## config.mk

```make
export PLATFORM = sky130hd
export DESIGN_NAME = rgen_host_if_apb
export DESIGN_NICKNAME = d
export VERILOG_FILES = /design/src/rtl/rgen_host_if_apb.sv
export SDC_FILE = /design/constraint.sdc
export NUM_CORES = 1
export LEC_CHECK = 0
export BUFFER_PORTS_ARGS = -buffer_cell sky130_fd_sc_hd__buf_2
export CAP_MARGIN = 20
export CORE_MARGIN = 2
export CORE_UTILIZATION = 50
export CTS_BUF_LIST = sky130_fd_sc_hd__clkbuf_2
export DETAILED_ROUTE_END_ITERATION = 10
export GPL_ROUTABILITY_DRIVEN = 0
export PLACE_DENSITY = 0.87
export SETUP_SLACK_MARGIN = 0.2
export SLEW_MARGIN = 0
export SYNTH_ARGS = -nofsm -noshare
export SYNTH_HDL_FRONTEND = slang
export SYNTH_SLANG_ARGS = --single-unit
```

## constraint.sdc

```tcl
create_clock -name clk -period 3.8 [get_ports clk]
set_input_delay 0 -clock clk [delete_from_list [all_inputs] [get_ports clk]]
set_output_delay 0 -clock clk [all_outputs]
set_load 0.05 [all_outputs]
```

## src/rtl/rgen_host_if_apb.sv

```systemverilog
// APB4 slave front end: turns each APB transfer into one internal register command
// and returns the register block's read data / status as PRDATA / PSLVERR.
module rgen_host_if_apb #(
  parameter int unsigned ADDRESS_WIDTH = 16,
  parameter int unsigned DATA_WIDTH    = 32,
  parameter int unsigned TIMEOUT       = 0
) (
  input  logic                      clk,
  input  logic                      rst_n,
  input  logic                      i_psel,
  input  logic                      i_penable,
  input  logic [ADDRESS_WIDTH-1:0]  i_paddr,
  input  logic                      i_pwrite,
  input  logic [DATA_WIDTH-1:0]     i_pwdata,
  input  logic [DATA_WIDTH/8-1:0]   i_pstrb,
  output logic                      o_pready,
  output logic [DATA_WIDTH-1:0]     o_prdata,
  output logic                      o_pslverr,
  output logic                      o_command_valid,
  output logic                      o_write,
  output logic [ADDRESS_WIDTH-1:0]  o_address,
  output logic [DATA_WIDTH-1:0]     o_write_data,
  output logic [DATA_WIDTH-1:0]     o_write_mask,
  input  logic                      i_response_ready,
  input  logic [DATA_WIDTH-1:0]     i_read_data,
  input  logic                      i_status
);

  localparam int unsigned STRB_W = DATA_WIDTH / 8;
  localparam int unsigned CNT_W  = (TIMEOUT > 1) ? $clog2(TIMEOUT) : 1;
  localparam logic [CNT_W-1:0] CNT_LAST = (TIMEOUT == 0) ? '0 : CNT_W'(TIMEOUT - 1);

  typedef enum logic [1:0] {
    ST_IDLE    = 2'd0,
    ST_BUSY    = 2'd1,
    ST_RESPOND = 2'd2
  } state_t;

  state_t                     r_state, w_state_nxt;
  logic                       r_cmd_valid, w_cmd_valid_nxt;
  logic                       r_write, w_write_nxt;
  logic [ADDRESS_WIDTH-1:0]   r_address, w_address_nxt;
  logic [DATA_WIDTH-1:0]      r_wdata, w_wdata_nxt;
  logic [DATA_WIDTH-1:0]      r_wmask, w_wmask_nxt;
  logic                       r_pready, w_pready_nxt;
  logic [DATA_WIDTH-1:0]      r_prdata, w_prdata_nxt;
  logic                       r_pslverr, w_pslverr_nxt;
  logic [CNT_W-1:0]           r_count, w_count_nxt;
  logic                       r_abort, w_abort_nxt;
  logic                       w_expired;

  assign w_expired = (TIMEOUT != 0) && (r_count == CNT_LAST);

  // State and registered outputs
  always_ff @(posedge clk or negedge rst_n) begin
    if (!rst_n) begin
      r_state     <= ST_IDLE;
      r_cmd_valid <= 1'b0;
      r_write     <= 1'b0;
      r_address   <= '0;
      r_wdata     <= '0;
      r_wmask     <= '0;
      r_pready    <= 1'b0;
      r_prdata    <= '0;
      r_pslverr   <= 1'b0;
      r_count     <= '0;
      r_abort     <= 1'b0;
    end else begin
      r_state     <= w_state_nxt;
      r_cmd_valid <= w_cmd_valid_nxt;
      r_write     <= w_write_nxt;
      r_address   <= w_address_nxt;
      r_wdata     <= w_wdata_nxt;
      r_wmask     <= w_wmask_nxt;
      r_pready    <= w_pready_nxt;
      r_prdata    <= w_prdata_nxt;
      r_pslverr   <= w_pslverr_nxt;
      r_count     <= w_count_nxt;
      r_abort     <= w_abort_nxt;
    end
  end

  // Next state and next output values
  always_comb begin
    w_state_nxt     = r_state;
    w_cmd_valid_nxt = 1'b0;
    w_write_nxt     = r_write;
    w_address_nxt   = r_address;
    w_wdata_nxt     = r_wdata;
    w_wmask_nxt     = r_wmask;
    w_pready_nxt    = 1'b0;
    w_prdata_nxt    = '0;
    w_pslverr_nxt   = 1'b0;
    w_count_nxt     = '0;
    w_abort_nxt     = 1'b0;

    case (r_state)
      ST_IDLE: begin
        if (i_psel && !i_penable) begin
          w_state_nxt     = ST_BUSY;
          w_cmd_valid_nxt = 1'b1;
          w_write_nxt     = i_pwrite;
          w_address_nxt   = i_paddr;
          w_wdata_nxt     = i_pwdata;
          for (int unsigned b = 0; b < STRB_W; b++) begin
            w_wmask_nxt[8*b +: 8] = i_pwrite ? {8{i_pstrb[b]}} : 8'hFF;
          end
        end
      end

      ST_BUSY: begin
        // Once the master abandons the transfer, finish internally but never answer
        w_abort_nxt = r_abort || !i_psel;
        if (i_response_ready) begin
          if (w_abort_nxt) begin
            w_state_nxt = ST_IDLE;
          end else begin
            w_state_nxt   = ST_RESPOND;
            w_pready_nxt  = 1'b1;
            w_prdata_nxt  = r_write ? '0 : i_read_data;
            w_pslverr_nxt = i_status;
          end
          w_abort_nxt = 1'b0;
        end else if (w_expired) begin
          if (w_abort_nxt) begin
            w_state_nxt = ST_IDLE;
          end else begin
            w_state_nxt   = ST_RESPOND;
            w_pready_nxt  = 1'b1;
            w_pslverr_nxt = 1'b1;
          end
          w_abort_nxt = 1'b0;
        end else begin
          w_cmd_valid_nxt = 1'b1;
          if (TIMEOUT != 0) begin
            w_count_nxt = r_count + CNT_W'(1);
          end
        end
      end

      ST_RESPOND: begin
        w_state_nxt = ST_IDLE;
      end

      default: begin
        w_state_nxt = ST_IDLE;
      end
    endcase
  end

  assign o_pready        = r_pready;
  assign o_prdata        = r_prdata;
  assign o_pslverr       = r_pslverr;
  assign o_command_valid = r_cmd_valid;
  assign o_write         = r_write;
  assign o_address       = r_address;
  assign o_write_data    = r_wdata;
  assign o_write_mask    = r_wmask;

endmodule

```

==> results of run 1 <==
-- layout make-up --
type | instances | area share
clock buffer | 10 | 0.00865
sequential | 91 | 0.394
inverter | 2 | 0.00130
clock inverter | 6 | 0.0110
tap | 99 | 0.0214
multi-input combinational | 99 | 0.203
timing repair buffer | 310 | 0.361
-- stage by stage --
step           setup slack [ps]  instance area [um2]  hold slack, ps  power, mW
2_1_floorplan              2360                 3850            -296       2.41
3_3_place_gp               1980                 4660            28.4       2.61
3_5_place_dp               1920                 4660            48.6       2.64
4_1_cts                    1690                 5760            73.7       3.21
5_1_grt                    1610                 5780            60.2       3.37
6_report                   1670                 5780             134       3.24
-- metal layers --
layer | routed length, um | track usage
met5 | 0 | 0
met4 | 288 | 0.0846
met3 | 863 | 0.103
met2 | 5990 | 0.488
met1 | 4290 | 0.310
-- synth_stat cells --
library cell | n | share of area
nor3_1 | 2 | 0.0026
o21bai_1 | 2 | 0.0039
clkinv_1 | 1 | 0.00097
nor2b_1 | 1 | 0.0016
nor2_1 | 2 | 0.0020
mux2_4 | 48 | 0.19
buf_2 | 2 | 0.0026
nor4b_2 | 2 | 0.0078
dfrtp_1 | 91 | 0.59
nand4bb_1 | 1 | 0.0029
buf_6 | 4 | 0.012
clkbuf_1 | 6 | 0.0059
inv_1 | 1 | 0.00097
buf_12 | 5 | 0.026
mux2_2 | 5 | 0.015
nand2b_1 | 5 | 0.0081
nor4b_4 | 1 | 0.0062
nor4b_1 | 30 | 0.068
buf_4 | 28 | 0.055
-- critical path: cells and delay by family, from the launching register on --
kind | cells | cell delay [ps]
mux | 1 | 370
flops | 1 | 460
buf+inv | 1 | 700
simple gates | 1 | 540
-- timing repair --
item / 4_1_cts / 5_1_grt
endpoints found under the setup margin: 0 / 0
hold buffers: 97 / 0
hold endpoints to repair: 136 / 0
setup buffers: 0 / 0
-- flip-flops by register name, summed over array words and instances (netlist names) --
register,count
o_address,16
o_command_valid,1
o_prdata,32
o_pready,1
o_pslverr,1
o_write,1
o_write_data,32
o_write_mask,4
r_abort,1
r_state,2
-- power by group --
group | total, mW | internal [mW] | switching (mW)
Combinational | 1.53 | 0.471 | 1.06
Clock | 0.475 | 0.156 | 0.319
Sequential | 1.23 | 1.12 | 0.114
Total | 3.24 | 1.75 | 1.50
-- worst paths after layout --
path                         startpoint               end  depth (start not counted)
max                          r_state[1]  o_write_data[25]                          3
min                              i_psel          o_pready                          4
max reg2reg                  r_state[1]  o_write_data[25]                          3
min reg2reg                o_address[6]      o_address[6]                          1
max in group asynchronous         rst_n      o_address[6]                          4
min in group asynchronous         rst_n        r_state[1]                          3
-- kinds of logic (layout without fill, tap and decap cells) --
logic type	Yosys count	count (layout)
flops	91	91
mux	53	53
buf+inv	47	328
simple gates	44	44
compound gates	2	2
==> flow_metrics.py, run 1 <==
metrics = {
    "sta": {
        "hold_viol": 0,
        "setup_violations": 0,
        "tightest_slew_ps": 984,
        "finalClockSkew_ps": 24.1,
        "drv_slew": 0,
        "tns_ps": 0,
        "max_freq_mhz": 470,
        "period_share": 0.559,
        "rsz0062_at_grt": "no",
        "post-route-min-period_ps": 2130,
        "relSlewSlack": 0.340,
    },
    "floorplanning": {
        "die_w_um": 91.7,
        "start_util": 0.522,
        "row_count": 31,
        "coreArea_mm2": 0.00737,
        "dieArea_mm2": 0.00841,
        "io_pins": 207,
        "die_h_um": 91.7,
    },
    "final_layout": {
        "final_nets": 604,
        "final_layout_size_suffix_gt1_frac": 0.550,
        "final_cell_mix": "buf_2 (205), dlygate4sd3_1 (96), dfrtp_1 (91)",
        "final-seq-area_mm2": 0.00228,
        "n_fill_cell": 431,
        "n_antenna_cell": 0,
        "multi_input_area_mm2": 0.00117,
        "final_common_cell": "buf_2",
        "fin_cells": 617,
        "syn_to_final_growth_pct": 50.3,
        "post-route-util": 0.785,
    },
    "synthesis": {
        "synthAdderAreaFrac": 0,
        "yosys.cell_types.count": 19,
        "synth_compound_area_frac": 0.00390,
        "muxShareOfSynthArea": 0.202,
        "synthCells": 237,
        "synth-seq-area-share": 0.592,
        "synth_top_family_by_area": "multiplexers",
        "synth_warnings": 0,
        "syn-cell-area_mm2": 0.00385,
        "synth-simple-area-share": 0.0995,
        "avgSynthCellArea_um2": 16.2,
        "syn_nets": 328,
        "synthXorXnorAreaFrac": 0,
        "ys_ff_latch": 91,
    },
    "run": {
        "drv_cap": 0,
    },
    "detailed_routing": {
        "wl_per_cell_um": 18.5,
        "viasPerCell": 5.01,
        "dr.first_iter.drc_count": 109,
        "antenna_left": 0,
        "dr_total_vias": 3094,
        "dr.pass1.iters": 4,
        "drc_errors": 0,
        "wirelength_mm": 11.4,
    },
    "grt": {
        "grt_util_all_layers": 0.276,
        "antenna_found_initial": 0,
        "grt_pass1_vias": 3275,
        "grt-ovfl-total": 0,
        "grt_max_degree": 45,
        "grt_first_pass_wirelength_mm": 17.8,
    },
    "cts": {
        "h-tree-depth": 3,
        "clock_latency_ps": 510,
        "cts_buffer_depth": 2,
        "cts_tree": "yes",
        "cts_buffers": 9,
        "worst_setup_hold_path_clk_slew_ps": 240,
        "cts_root_buffer": "clkbuf_2",
        "cts_sinks": 91,
        "cts.repair.resized": 0,
    },
    "worst_setup_path": {
        "endpoint_kind": "register",
        "r2r_slack_ps": 1670,
        "worstPathMaxFanout": 8,
        "path_cells": "nor4b_4 > dlygate4sd3_1 > mux2_2",
        "crit_path_start_kind": "register",
        "max_stage_delay_ps": 700,
        "cp.arrival_ps": 2560,
        "cp_slowest_cell": "dlygate4sd3_1",
        "cp.required_ps": 4240,
        "crit_type": "register to register",
    },
    "power_and_ir_drop": {
        "vdd_drop_max_uv": 302,
        "p_leak_nw": 2.95,
        "power.density_mw_per_mm2": 561,
    },
    "min_path": {
        "hold_path.class": "input pin to register",
    },
    "place": {
        "dpl.hpwl_mm": 6.50,
        "dp.cells": 503,
        "port_buffers": 206,
    },
    "status": {
        "outcome": "complete, no violations",
    },
}
(Power assumes the default switching activity.)
==> run 2: changes to the inputs <==
CORE_UTILIZATION = 42   (was 50)
PLACE_DENSITY = 0.78   (was 0.87)
clock period = 1.8 ns   (was 3.8 ns; I/O delays follow)
==> run 2 against run 1 <==
Against the previous run: sequential share of layout area barely moved; flip-flop and latch count did not move; non-clock buffer count fell by 4; largest power group unchanged; highest routed layer unchanged.
==> flow_metrics.py, run 2 (synthesis results as in run 1) <==
metrics = {
    "status": {
        "outcome": "complete, no violations",
    },
    "cts": {
        "h-tree-depth": 3,
        "clock_latency_ps": 540,
        "worst_setup_hold_path_clk_slew_ps": 250,
        "cts_root_buffer": "clkbuf_2",
        "cts_buffers": 9,
        "cts_tree": "yes",
        "cts_buffer_depth": 2,
        "cts_sinks": 91,
    },
    "detailed_routing": {
        "antenna_left": 0,
        "dr.pass1.iters": 4,
        "wirelength_mm": 10.2,
        "viasPerCell": 4.76,
        "wl_per_cell_um": 16.4,
        "dr_total_vias": 2958,
        "drc_errors": 0,
        "dr.first_iter.drc_count": 65,
    },
    "place": {
        "dp.cells": 511,
        "dpl.hpwl_mm": 5.60,
        "port_buffers": 206,
    },
    "worst_setup_path": {
        "cp.required_ps": 2240,
        "cp.arrival_ps": 2050,
        "crit_type": "register to register",
        "crit_path_start_kind": "register",
        "r2r_end": "o_address[10]",
        "r2r-start": "r_state[0]",
        "r2r_slack_ps": 190,
        "worstPathMaxFanout": 13,
        "worst-r2r-cell-count": 5,
        "endpoint_kind": "register",
    },
    "grt": {
        "grt_util_all_layers": 0.203,
        "grt_first_pass_wirelength_mm": 15.7,
        "grt-ovfl-total": 0,
        "grt_pass1_vias": 3145,
        "grt_max_degree": 56,
        "antenna_found_initial": 0,
    },
    "final_layout": {
        "n_fill_cell": 611,
        "fin_cells": 622,
        "final_common_cell": "buf_2",
        "syn_to_final_growth_pct": 50.4,
        "final_layout_size_suffix_gt1_frac": 0.566,
        "n_antenna_cell": 0,
        "final_cell_mix": "buf_2 (204), dfrtp_1 (91), dlygate4sd3_1 (90)",
        "final_nets": 600,
    },
    "sta": {
        "post-route-min-period_ps": 1610,
        "rsz0062_at_grt": "yes",
        "period_share": 0.894,
        "relSlewSlack": 0.685,
        "setup_violations": 0,
        "max_freq_mhz": 621,
        "drv_slew": 0,
        "finalClockSkew_ps": 34.5,
        "hold_viol": 0,
        "tightest_slew_ps": 473,
        "tns_ps": 0,
    },
    "floorplanning": {
        "io_pins": 207,
        "coreArea_mm2": 0.00881,
        "die_h_um": 99.7,
        "row_count": 34,
        "die_w_um": 99.7,
        "dieArea_mm2": 0.00994,
        "start_util": 0.437,
    },
    "min_path": {
        "hold_path.class": "input pin to register",
        "hp-start": "i_psel",
        "whs_path_depth": 4,
        "worstHoldEndpoint": "r_state[1]",
    },
    "power_and_ir_drop": {
        "p_leak_nw": 2.94,
        "power.density_mw_per_mm2": 1160,
        "vdd_drop_max_uv": 547,
    },
    "run": {
        "drv_cap": 0,
    },
}
## run 2: cell types whose count changed in the layout (fill, tap and decap cells not counted), moves of 2 or more
cell	before	now
dlygate4sd3_1	96	90
nor4b_1	30	27
nor4b_2	2	5
inv_8	0	2
buf_6	0	2
## run 2: stage by stage
| step | hold slack [ps] | setup WS, ps | area (um2) | utilization | power [mW] |
|---|---|---|---|---|---|
| 2_1_floorplan | -296 | 363 | 3850 | - | 5.08 |
| 3_3_place_gp | -15.9 | 176 | 4690 | 0.533 | 5.52 |
| 3_5_place_dp | -6.31 | 139 | 4690 | 0.533 | 5.56 |
| 4_1_cts | 29.1 | 210 | 5750 | 0.653 | 6.72 |
| 5_1_grt | 99.7 | 123 | 5790 | 0.657 | 6.99 |
| 6_report | 101 | 191 | 5790 | 0.657 | 6.70 |
## run 2: worst max path at each step
stage,start,endpoint,slack [ps],cells after the start
after floorplan,r_state[1],o_write_mask[15],360,4
after global placement,r_state[1],o_write_data[22],180,3
after detailed placement,r_state[1],o_write_data[22],140,3
after CTS,r_state[0],o_write_data[23],210,4
after global routing,r_state[0],o_write_mask[7],120,4
final,r_state[0],o_address[10],190,5
## run 2: layout make-up
class,count,area [um2],area share
repair buffers,306,2070,0.358
clock inverters,7,60.1,0.0104
inverters,2,7.51,0.00130
well taps,108,135,0.0233
clock buffers,9,45.0,0.00778
flip-flops and latches,91,2280,0.393
multi-input cells,99,1190,0.206
## run 2: per-layer routing
metal,share of wire,vias up,GRT usage
met1,0.38,1440,0.231
li1,-,1344,-
met4,0.022,0,0.0717
met2,0.52,152,0.353
met3,0.082,22,0.0752
met5,0,-,0
## run 2: power breakdown
group | switching [mW] | total, mW | leakage, nW | internal, mW
sequential | 0.201 | 2.56 | 1.14 | 2.36
combinational | 2.21 | 3.18 | 1.73 | 0.975
clock | 0.743 | 0.953 | 0.0627 | 0.210
total | 3.15 | 6.70 | 2.94 | 3.55
## run 2: repair_timing
item                       4_1_cts  5_1_grt
hold endpoints to repair       181        0
buffers inserted                 1        2
setup endpoints to repair       24       42
hold buffers                    90        0
cloned                           2        0
pin swaps                        1        0
resized for setup                1        4
## run 2: critical path, cell delays in order, from the launching register on
cell and delay [ps]:
dfrtp_1 490, nor4b_4 260, buf_4 170, buf_4 110, buf_6 190, mux2_4 320
